File: src/rtl/dvp_pixel_tx.sv
`default_nettype none
// ============================================================================
// Module   : dvp_pixel_tx
// Purpose  : DVP camera-side transmitter: vs/href/8-bit RGB565 byte stream,
//            fed from a ready/valid pixel stream or internal 8-bar pattern.
// Revision : 1.0
// ============================================================================
module dvp_pixel_tx #(
    parameter int H_ACTIVE = 640,
    parameter int V_ACTIVE = 480,
    parameter int H_BLANK  = 144,
    parameter int VS_PULSE = 3,
    parameter int V_FRONT  = 10,
    parameter int V_BACK   = 10
) (
    input  logic        pclk_in,
    input  logic        rst_n,
    input  logic        enable,
    input  logic        pattern_sel,
    input  logic [15:0] pix_data,
    input  logic        pix_valid,
    output logic        pix_ready,
    output logic        vs_out,
    output logic        href_out,
    output logic [7:0]  data_out,
    output logic        frame_done,
    output logic        underrun
);

    localparam logic [2:0] S_IDLE   = 3'd0;
    localparam logic [2:0] S_VSYNC  = 3'd1;
    localparam logic [2:0] S_VFRONT = 3'd2;
    localparam logic [2:0] S_ACTIVE = 3'd3;
    localparam logic [2:0] S_HBLANK = 3'd4;
    localparam logic [2:0] S_VBACK  = 3'd5;

    localparam logic [15:0] C_VS_LAST   = 16'(VS_PULSE - 1);
    localparam logic [15:0] C_VF_LAST   = 16'(V_FRONT - 1);
    localparam logic [15:0] C_LINE_LAST = 16'(2 * H_ACTIVE - 1);
    localparam logic [15:0] C_HB_LAST   = 16'(H_BLANK - 1);
    localparam logic [15:0] C_VB_LAST   = 16'(V_BACK - 1);
    localparam logic [15:0] C_LAST_ROW  = 16'(V_ACTIVE - 1);
    localparam logic [15:0] C_BAR_LAST  = 16'(H_ACTIVE / 8 - 1);

    logic [2:0]  r_state;
    logic [2:0]  w_state_next;
    logic [15:0] r_cnt;
    logic [15:0] w_cnt_next;
    logic [15:0] r_line;
    logic [15:0] w_line_next;

    logic        r_pattern;
    logic [2:0]  r_bar_idx;
    logic [15:0] r_bar_px;
    logic [7:0]  r_low;

    logic        r_vs;
    logic        r_href;
    logic [7:0]  r_data;
    logic        r_done;
    logic        r_underrun;

    logic        w_load;
    logic        w_start_frame;
    logic [2:0]  w_cur_bar;
    logic [15:0] w_cur_px;
    logic [15:0] w_bar_color;
    logic [15:0] w_pixel;
    logic [7:0]  w_data_next;

    // State register: r_cnt counts cycles spent in the current state.
    always_ff @(posedge pclk_in or negedge rst_n) begin
        if (!rst_n) begin
            r_state <= S_IDLE;
            r_cnt   <= 16'd0;
            r_line  <= 16'd0;
        end else begin
            r_state <= w_state_next;
            r_cnt   <= w_cnt_next;
            r_line  <= w_line_next;
        end
    end

    always_comb begin
        w_state_next = r_state;
        w_cnt_next   = r_cnt + 16'd1;
        w_line_next  = r_line;
        case (r_state)
            S_IDLE: begin
                w_cnt_next  = 16'd0;
                w_line_next = 16'd0;
                if (enable) w_state_next = S_VSYNC;
            end
            S_VSYNC: begin
                if (r_cnt == C_VS_LAST) begin
                    w_state_next = S_VFRONT;
                    w_cnt_next   = 16'd0;
                end
            end
            S_VFRONT: begin
                if (r_cnt == C_VF_LAST) begin
                    w_state_next = S_ACTIVE;
                    w_cnt_next   = 16'd0;
                    w_line_next  = 16'd0;
                end
            end
            S_ACTIVE: begin
                if (r_cnt == C_LINE_LAST) begin
                    w_state_next = (r_line == C_LAST_ROW) ? S_VBACK : S_HBLANK;
                    w_cnt_next   = 16'd0;
                end
            end
            S_HBLANK: begin
                if (r_cnt == C_HB_LAST) begin
                    w_state_next = S_ACTIVE;
                    w_cnt_next   = 16'd0;
                    w_line_next  = r_line + 16'd1;
                end
            end
            S_VBACK: begin
                if (r_cnt == C_VB_LAST) begin
                    w_state_next = enable ? S_VSYNC : S_IDLE;
                    w_cnt_next   = 16'd0;
                end
            end
            default: begin
                w_state_next = S_IDLE;
                w_cnt_next   = 16'd0;
                w_line_next  = 16'd0;
            end
        endcase
    end

    // Outputs are registered from next-state values, so a pixel slot is the
    // cycle before the high byte is on the bus.
    always_comb begin
        w_load        = (w_state_next == S_ACTIVE) && !w_cnt_next[0];
        w_start_frame = (w_state_next == S_VSYNC) && (r_state != S_VSYNC);
        w_cur_bar     = (w_cnt_next == 16'd0) ? 3'd0 : r_bar_idx;
        w_cur_px      = (w_cnt_next == 16'd0) ? 16'd0 : r_bar_px;
        w_bar_color   = 16'h0000;
        case (w_cur_bar)
            3'd0:    w_bar_color = 16'hFFFF;
            3'd1:    w_bar_color = 16'hFFE0;
            3'd2:    w_bar_color = 16'h07FF;
            3'd3:    w_bar_color = 16'h07E0;
            3'd4:    w_bar_color = 16'hF81F;
            3'd5:    w_bar_color = 16'hF800;
            3'd6:    w_bar_color = 16'h001F;
            default: w_bar_color = 16'h0000;
        endcase
        w_pixel     = r_pattern ? w_bar_color : (pix_valid ? pix_data : 16'h0000);
        w_data_next = 8'h00;
        if (w_state_next == S_ACTIVE) begin
            w_data_next = w_cnt_next[0] ? r_low : w_pixel[15:8];
        end
        pix_ready = w_load && !r_pattern;
    end

    always_ff @(posedge pclk_in or negedge rst_n) begin
        if (!rst_n) begin
            r_vs       <= 1'b0;
            r_href     <= 1'b0;
            r_data     <= 8'h00;
            r_done     <= 1'b0;
            r_underrun <= 1'b0;
            r_pattern  <= 1'b0;
            r_bar_idx  <= 3'd0;
            r_bar_px   <= 16'd0;
            r_low      <= 8'h00;
        end else begin
            r_vs   <= (w_state_next == S_VSYNC);
            r_href <= (w_state_next == S_ACTIVE);
            r_data <= w_data_next;
            r_done <= (w_state_next == S_VBACK) && (w_cnt_next == C_VB_LAST);
            if (w_start_frame) r_pattern <= pattern_sel;
            if (pix_ready && !pix_valid) r_underrun <= 1'b1;
            if (w_load) begin
                r_low <= w_pixel[7:0];
                // Bar 7 saturates and absorbs any remainder pixels.
                if (w_cur_bar == 3'd7) begin
                    r_bar_idx <= 3'd7;
                    r_bar_px  <= w_cur_px;
                end else if (w_cur_px == C_BAR_LAST) begin
                    r_bar_idx <= w_cur_bar + 3'd1;
                    r_bar_px  <= 16'd0;
                end else begin
                    r_bar_idx <= w_cur_bar;
                    r_bar_px  <= w_cur_px + 16'd1;
                end
            end
        end
    end

    assign vs_out     = r_vs;
    assign href_out   = r_href;
    assign data_out   = r_data;
    assign frame_done = r_done;
    assign underrun   = r_underrun;

endmodule
`default_nettype wire

File: config.mk
export PLATFORM = sky130hd
export DESIGN_NAME = dvp_pixel_tx
export DESIGN_NICKNAME = d
export VERILOG_FILES = /design/src/rtl/dvp_pixel_tx.sv
export SDC_FILE = /design/constraint.sdc
export NUM_CORES = 1
export LEC_CHECK = 0
export BUFFER_PORTS_ARGS = -buffer_cell sky130_fd_sc_hd__buf_2
export CAP_MARGIN = 10
export CORE_MARGIN = 2
export CORE_UTILIZATION = 35
export DETAILED_ROUTE_END_ITERATION = 10
export PLACE_DENSITY = 0.5
export SETUP_SLACK_MARGIN = 0.1
export SYNTH_ARGS = -nofsm -noshare
export SYNTH_HDL_FRONTEND = slang
export SYNTH_SLANG_ARGS = --single-unit
File: constraint.sdc
create_clock -name pclk_in -period 5.45 [get_ports pclk_in]
set_input_delay 0.2725 -clock pclk_in [delete_from_list [all_inputs] [get_ports pclk_in]]
set_output_delay 0.2725 -clock pclk_in [all_outputs]
set_load 0.005 [all_outputs]
==> results of run 1 <==
## synth_stat cells (8+ instances only)
library cell / number / share of area (%)
buf_2: 11 / 1.3
a31oi_1: 8 / 1.1
o31ai_1: 9 / 1.6
xnor2_1: 11 / 2.2
xor2_1: 13 / 2.6
nand4_1: 11 / 1.6
o21ai_1: 8 / 0.92
a21oi_1: 13 / 1.5
nand2_1: 47 / 4.1
inv_1: 24 / 2.1
clkbuf_1: 16 / 1.4
a221oi_1: 8 / 1.6
dfrtp_1: 75 / 43
nor4_1: 9 / 1.3
o21ai_0: 9 / 1.0
nand3_1: 22 / 2.5
or3_1: 8 / 1.1
nor3_1: 19 / 2.2
and3_1: 16 / 2.3
nor2_1: 57 / 4.9
## worst reg2reg max path: cells and delay by family (launching register included)
| family | cells | cell delay [ns] |
|---|---|---|
| simple gates | 9 | 2.43 |
| compound gates | 4 | 0.83 |
| fa+ha+maj | 2 | 0.60 |
| flops | 1 | 0.54 |
| buf+inv | 1 | 0.29 |
## layer usage
layer  up-vias  track usage, %
li1       1804               -
met4         0            6.02
met2        47            26.2
met5         -               0
met1      1728            22.0
met3        14            3.92
## worst paths after layout
| kind | slack [ns] | endpoint | start | cells after the start |
|---|---|---|---|---|
| setup / recovery | 0.70 | r_bar_px[14] | r_cnt[0] | 16 |
| min in group pclk_in | 0.13 | underrun | pix_valid | 2 |
| max in group asynchronous | 4.70 | r_line[2] | rst_n | 1 |
| hold / removal | 0.09 | r_cnt[13] | rst_n | 1 |
| hold reg to reg | 0.47 | underrun | underrun | 2 |
| setup reg to reg | 0.70 | r_bar_px[14] | r_cnt[0] | 16 |
## power breakdown
part           internal [uW]  leakage [uW]  switching [uW]
clock network            346      0.000142             236
logic                   14.0       0.00101            23.5
registers                565      0.000957            3.74
total                    925       0.00211             263
## state kept, by name (all words and copies together) (netlist names)
name	count
r_bar_px	16
r_cnt	16
r_line	16
data_out	8
r_low	8
r_bar_idx	3
r_state	3
frame_done	1
href_out	1
r_pattern	1
underrun	1
vs_out	1
## stage by stage
step           cells  util [%]
2_1_floorplan    488         -
3_3_place_gp     660      38.1
3_5_place_dp     660      38.1
4_1_cts          676      40.5
5_1_grt          676      40.5
6_report         676      40.5
## placed cells by master (no fill, tap or decap), drive strengths merged, types with 3 or more instances in the layout
cell type	count
dfrtp	75
nor2	57
nand2	47
buf	35
inv	24
nand3	23
nor3	19
o21ai	18
and3	16
xor2	13
a21oi	13
clkbuf	13
nand4	12
o31ai	12
xnor2	11
nor4	10
or3	8
a221oi	8
a31oi	8
a22o	7
ha	7
o22ai	5
and2	4
nor4b	4
or4	4
and4	3
nor2b	3
## cell families (layout without fill, tap and decap cells)
group                      Yosys count  in the layout  synth area share (%)
and+or+nand+nor                    224            224                  26.8
AOI/OAI and AO/OA                  101            101                  17.2
muxes                                2              2                 0.489
adders and majority gates            7              7                  2.01
buffers and inverters               55             75                  5.58
DFF                                 75             75                  43.1
xor gates and xnor gates            24             24                  4.83
## cell type report
type | count | area [um^2]
flip-flops and latches | 75 | 1880
fillers | 1214 | 7180
repair buffers | 35 | 183
clock buffers | 13 | 270
multi-input cells | 358 | 2230
inverters | 24 | 90.1
clock inverters | 3 | 21.3
well taps | 168 | 210
==> flow_metrics.tcl, run 1 <==
set metrics [dict create \
    status "finished, final reports clean" \
    crit_chain "ha_1 -> and3_1 -> nand3_1 -> o21bai_1 -> nand4_2 -> o31ai_2 -> buf_4 -> nor2_1 -> ha_1 -> nand4b_1 -> nor3_1 -> and3_1 -> nand3_1 -> or3_1 -> o21ai_1 -> a22o_1" \
    clkLatencyLatePin_ns 0.34 \
    worstMarginPinSlew_ns 1.08 \
    finalCritPeriodShare_pct 87.2 \
    io_buffers 33 \
    syn_avg_cell_area_um2 8.92 \
    grt_first_pass_wirelength_um 17400 \
    cts_tree "done" \
    dpl.hpwl_um 6980 \
    slowest_stage "dfrtp_1" \
    fin_skew_ns 0.00574 \
    syn_nets 516 \
    power_uw 1190 \
    place_congestion 0.848 \
    firstDrtPassIters 4 \
    path_max_fanout 21 \
    rsz0062_at_grt "no" \
    fp-row-count 40 \
    track_usage_pct 16.5 \
    cp.required_ns 5.73 \
    period_needed_ns 4.75 \
    ys.flop_type "dfrtp_1" \
    design_area_um2 4880 \
    dr_wl_met2_um 4820 \
    ys_ff_latch 75 \
    htree_levels 3 \
    place_ws_ns 0.783 \
    synth_edf_count 0 \
    antenna_found_initial 0 \
    drt_iter0_markers 170 \
    yosysSeqAreaShare_pct 43.1 \
    post_cts_buffers 0 \
    cp.arrival_ns 5.03 \
    cp-end-kind "register" \
    start_util_pct 36.1 \
    finalHoldViolations 0 \
    ios 34 \
    post_cts_resized 0 \
    max_clock_freq_ghz 0.210 \
    postPlaceCellArea_um2 4590 \
    grt_pass1_vias 3493 \
    via_count 3593 \
    drv_cap 0 \
    slew_headroom_pct 27.6 \
    wirelength_um 10300 \
    crit_family "simple AND/OR/NAND/NOR gates" \
    fin_nets 531 \
    hold_class "in -> async" \
    syn-cell-area_um2 4350 \
    hold_buffers 0 \
    vias_per_cell 5.32 \
    drive_above_1_share_pct 12.8 \
    die_x_um 116 \
    antenna_cells 0 \
    cts_sinks 75 \
    crit_path_max_incr_delay_ns 0.54 \
    p_per_area_nw_per_um2 243 \
    cts.reportedPaths.clkPinSlew_ns 0.06 \
    finalSetupViolCount 0 \
    whs_ns 0.0915 \
    grt_max_degree 76 \
    highest_layer "met4" \
    tns_ns 0 \
    critPathBufInv 1 \
    path_class "reg -> reg" \
    setup_ws_ns 0.699 \
    post_synth_num_cell_types 71 \
    wire_per_inst_um 15.3 \
    die_y_um 116 \
    cts-root-buf "clkbuf_16" \
    met3WireLength_um 242 \
    die_area_um2 13300 \
    wl_met1_um 5090 \
    numCtsBuffers 9 \
    overflow 0 \
    ir_drop_mv 0.218 \
    syn_inst 488 \
    areaGrowthSynthToFinish_pct 12.2 \
    cts_buffer_depth 2 \
    total_leakage_power_uw 0.00211 \
    yosys_warnings 0 \
    startpoint_type "register" \
    final_antenna_net_count 0 \
    drc_errors 0 \
    async_flop_share_pct 100 \
    core_area_um2 12100 \
    slew_viol_final 0 \
]
No activity file was read; power rests on OpenSTA's default activity.
==> inputs of run 2 (changes only) <==
BUFFER_PORTS_ARGS = -buffer_cell sky130_fd_sc_hd__clkbuf_2   (was -buffer_cell sky130_fd_sc_hd__buf_2)
CAP_MARGIN = not set   (was 10)
==> flow_metrics.tcl, run 2 (synthesized netlist as in run 1, its figures left out) <==
set metrics [dict create \
    post_cts_buffers 0 \
    most-common-layout-cells "dfrtp_1 (75), nor2_1 (57), nand2_1 (47), clkbuf_2 (32), inv_1 (24)" \
    setup_ws_ns 0.738 \
    grt_first_pass_wirelength_um 17200 \
    p_per_area_nw_per_um2 246 \
    fp-row-count 40 \
    fin_nets 531 \
    firstDrtPassIters 4 \
    wirelength_um 10100 \
    overflow 0 \
    hold_buffers 0 \
    drt_iter0_markers 196 \
    cts_tree "done" \
    via_count 3578 \
    post_cts_resized 0 \
    drv_cap 0 \
    cp.required_ns 5.72 \
    cp-end-kind "register" \
    p_clk_share_pct 49.8 \
    numCtsBuffers 9 \
    timing.rr.end "r_bar_px[14]" \
    finalSetupViolCount 0 \
    multi_input_area_um2 2230 \
    place_congestion 0.826 \
    die_x_um 116 \
    power_frac_seq_pct 47.2 \
    grt_max_degree 76 \
    cts_buffer_depth 2 \
    ios 34 \
    worstMarginPinSlew_ns 1.06 \
    total_leakage_power_uw 0.00212 \
    postLayoutCoreUtil_pct 40.6 \
    start_util_pct 36.1 \
    r2r_setup_slack_ns 0.74 \
    dpl.hpwl_um 6970 \
    ff2ff_path_depth 16 \
    fin_skew_ns 0.00635 \
    use_met3_pct 4.60 \
    critPathLaunch "r_cnt[0]" \
    cp.arrival_ns 4.99 \
    cts.reportedPaths.clkPinSlew_ns 0.06 \
    path_max_fanout 11 \
    io_buffers 33 \
    wire_per_inst_um 14.9 \
    ir_drop_mv 0.194 \
    n_fill_cell 1212 \
    antenna_found_initial 0 \
    period_needed_ns 4.71 \
    areaGrowthSynthToFinish_pct 12.4 \
    cts_sinks 75 \
    register_area_um2 1880 \
    hold_class "in -> async" \
    use_met1_pct 21.6 \
    power_uw 1210 \
    slew_headroom_pct 29.2 \
    core_area_um2 12100 \
    die_y_um 116 \
    finalHoldViolations 0 \
    cts-root-buf "clkbuf_16" \
    drive_above_1_share_pct 13.0 \
    p_switching_uw 269 \
    clkLatencyLatePin_ns 0.34 \
    status "finished, final reports clean" \
    finalCritPeriodShare_pct 86.5 \
    path_class "reg -> reg" \
    final_common_cell "dfrtp_1" \
    grt_util_met2_pct 26.0 \
    internal_power_uw 936 \
    top_usage_layer "met2" \
    r2r_start "r_cnt[0]" \
    vias_per_cell 5.29 \
    slew_viol_final 0 \
    place_ws_ns 0.796 \
    antenna_cells 0 \
    swShare_pct 22.3 \
    htree_levels 3 \
    reg_top3 "r_bar_px x16, r_cnt x16, r_line x16" \
    tns_ns 0 \
    final_antenna_net_count 0 \
    max_clock_freq_ghz 0.212 \
    startpoint_type "register" \
    track_usage_pct 16.2 \
    rsz0062_at_grt "no" \
    drc_errors 0 \
    grt_pass1_vias 3472 \
    p_comb_share_pct 3.1 \
    die_area_um2 13300 \
]
-- run 2: power groups by stage --
stage	clock network, uW	registers, uW	logic (uW)
after floorplan	0	579	12.2
after global routing	646	569	42.9
after detailed placement	0	579	38.5
after CTS	623	569	38.6
final	600	569	36.9
after global placement	0	579	38.4
-- run 2: layout make-up --
class	count	share of cell area, %
clock inverters	7	1.56
well taps	168	4.29
multi-input cells	358	45.6
clock buffers	9	4.60
flip-flops and latches	75	38.3
repair buffers	35	3.73
inverters	24	1.84
-- run 2: worst max-delay path by stage --
| stage | endpoint | slack [ns] |
|---|---|---|
| 6_report | r_bar_px[14] | 0.74 |
| 3_5_place_dp | r_bar_px[14] | 0.80 |
| 2_1_floorplan | r_bar_px[15] | 1.21 |
| 5_1_grt | r_bar_px[14] | 0.24 |
| 3_3_place_gp | r_bar_px[14] | 0.92 |
| 4_1_cts | r_bar_px[14] | 0.79 |
-- run 2: per-layer routing --
metal | wire [um] | vias to the layer above
met4 | 89 | 0
met3 | 358 | 9
li1 | - | 1800
met1 | 4790 | 1716
met2 | 4820 | 53
met5 | 0 | -
-- run 2: per-stage QoR --
stage / cells / area (um^2) / hold slack, ns
global placement: 660 / 4590 / 0.458
CTS: 676 / 4890 / 0.116
floorplan: 488 / 4350 / -0.0231
finish: 676 / 4890 / 0.0948
detailed placement: 660 / 4590 / 0.467
global route: 676 / 4890 / 0.142
-- run 2: critical path: stages, from the launching register on --
cell and delay, ns:
dfrtp_1 0.53, ha_1 0.31, nand4_1 0.12, nor2_1 0.36, nor4bb_1 0.26, o221ai_1 0.32
o311ai_1 0.40, inv_1 0.08, ha_1 0.21, ha_1 0.28, nand4b_1 0.33, nor3_1 0.39
and3_1 0.26, nand3_1 0.16, or3_1 0.38, o21ai_1 0.12, a22o_1 0.14
==> inputs of run 3 (changes only) <==
CORE_UTILIZATION = 60   (was 35)
GPL_TIMING_DRIVEN = 0   (was not set)
PLACE_DENSITY = 0.79   (was 0.5)
RECOVER_POWER = 25   (was not set)
==> flow_metrics.tcl, run 3 (synthesized netlist as in run 1, its figures left out) <==
set metrics [dict create \
    drive_above_1_share_pct 14.5 \
    antenna_cells 0 \
    htree_levels 3 \
    clkLatencyLatePin_ns 0.36 \
    grt_first_pass_wirelength_um 16200 \
    cp.required_ns 5.75 \
    vias_per_cell 6.00 \
    tns_ns 0 \
    finalHoldViolations 0 \
    crit_end "r_bar_px[14]" \
    hold_class "in -> reg" \
    overflow 0 \
    antenna_found_initial 0 \
    r2r_setup_slack_ns 0.45 \
    die_x_um 89.2 \
    rsz0062_at_grt "no" \
    cts_tree "done" \
    cp-end-kind "register" \
    r2r_start "r_cnt[1]" \
    cp.arrival_ns 5.29 \
    path_class "reg -> reg" \
    grt_max_degree 40 \
    p_per_area_nw_per_um2 212 \
    cts_buffer_depth 2 \
    ff2ff_path_depth 17 \
    finalCritPeriodShare_pct 91.7 \
    finalSetupViolCount 0 \
    ios 34 \
    slew_headroom_pct -40.1 \
    slew_viol_final 39 \
    critPathLaunch "r_cnt[1]" \
    reg_top3 "r_bar_px x16, r_cnt x16, r_line x16" \
    cts_sinks 75 \
    wirelength_um 9860 \
    die_area_um2 7950 \
    design_area_um2 4880 \
    track_usage_pct 26.0 \
    final_antenna_net_count 0 \
    period_needed_ns 5.00 \
    max_clock_freq_ghz 0.200 \
    total_leakage_power_uw 0.00216 \
    worstMarginPinSlew_ns 2.10 \
    drv_cap 1 \
    drt_iter0_markers 166 \
    status "finished, violations left" \
    ir_drop_mv 0.161 \
    cts.reportedPaths.clkPinSlew_ns 0.08 \
    fp-row-count 31 \
    timing.rr.end "r_bar_px[14]" \
    grt_pass1_vias 3445 \
    failed_checks "capacitance limit, slew limit" \
    via_count 3820 \
    dpl.hpwl_um 6940 \
    startpoint_type "register" \
    firstDrtPassIters 5 \
    core_area_um2 7140 \
    areaGrowthSynthToFinish_pct 12.0 \
    numCtsBuffers 9 \
    place_congestion 0.888 \
    fin_skew_ns 0.00936 \
    postLayoutCoreUtil_pct 68.3 \
    start_util_pct 61.0 \
    cts-root-buf "clkbuf_8" \
    drc_errors 0 \
    postPlaceCellArea_um2 4660 \
    wire_per_inst_um 15.5 \
    die_y_um 89.2 \
    fin_nets 562 \
    dp.cells 621 \
    io_buffers 33 \
    fin_cells 637 \
    most-common-layout-cells "dfrtp_1 (75), nor2_1 (57), nand2_1 (47), clkbuf_2 (30), inv_1 (24)" \
    path_max_fanout 10 \
    final_common_cell "dfrtp_1" \
]
## run 3: cell types whose count changed in the layout (fill, tap and decap cells not counted), sizes merged
cell,change
buf,+13
inv,-1
clkinvlp,-1
dlygate4sd3,+1
clkbuf,+17
clkinv,+1
## run 3: cell type report
cell class	instances	area (um^2)
plain buffers	31	153
clock buffers	9	124
clock inverters	6	65.1
fillers	613	2260
inverters	24	90.1
multi-input cells	358	2250
flip-flops and latches	75	1880
well taps	99	124
repair buffers	35	191
## run 3: worst min path at each step
stage	from	end	slack, ns	cells past startpoint
after CTS	pix_valid	underrun	0.11	2
after detailed placement	rst_n	r_cnt[10]	0.31	1
after floorplan	rst_n	data_out[0]	-0.02	0
final	pix_valid	underrun	0.12	2
after global routing	pix_valid	underrun	0.11	2
after global placement	underrun	underrun	0.46	2
## run 3: worst max-delay path, stage by stage, from the launching register on
cell	delay (ns)
dfrtp_1	0.47
ha_1	0.33
nand4_1	0.14
nor2_1	0.35
nor4bb_1	0.29
o221ai_1	0.38
o31ai_4	0.38
buf_2	0.29
nor2_1	0.07
ha_1	0.18
ha_1	0.29
nand4b_1	0.30
nor3_1	0.40
and3_1	0.26
nand3_1	0.15
or3_1	0.38
o21ai_1	0.13
a22o_1	0.14
## run 3: repair_timing
item	CTS	global route
gates resized for setup	0	4
setup buffers	0	0
setup endpoints to repair	0	3
hold endpoints to repair	38	0
hold buffers	1	0
## run 3: metrics by stage
stage	hold slack, ns	setup WS [ns]	power [uW]
2_1_floorplan	-0.0231	1.21	591
3_3_place_gp	0.462	0.567	615
3_5_place_dp	0.312	0.452	618
4_1_cts	0.106	0.387	1040
5_1_grt	0.112	0.119	1070
6_report	0.115	0.454	1030
## run 3: metal layers
layer / wire [um] / up-vias / GRT usage [%]
li1: - / 1867 / -
met1: 4570 / 1831 / 36.3
met2: 4650 / 103 / 41.1
met3: 446 / 19 / 4.80
met4: 196 / 0 / 8.55
met5: 0 / - / 0
## run 3: power by group
group | total (uW) | switching, uW | leakage [uW] | internal, uW
Clock | 426 | 216 | 0.0000955 | 210
Sequential | 568 | 3.76 | 0.000957 | 564
Combinational | 39.0 | 23.2 | 0.00110 | 15.8
Total | 1030 | 243 | 0.00216 | 789
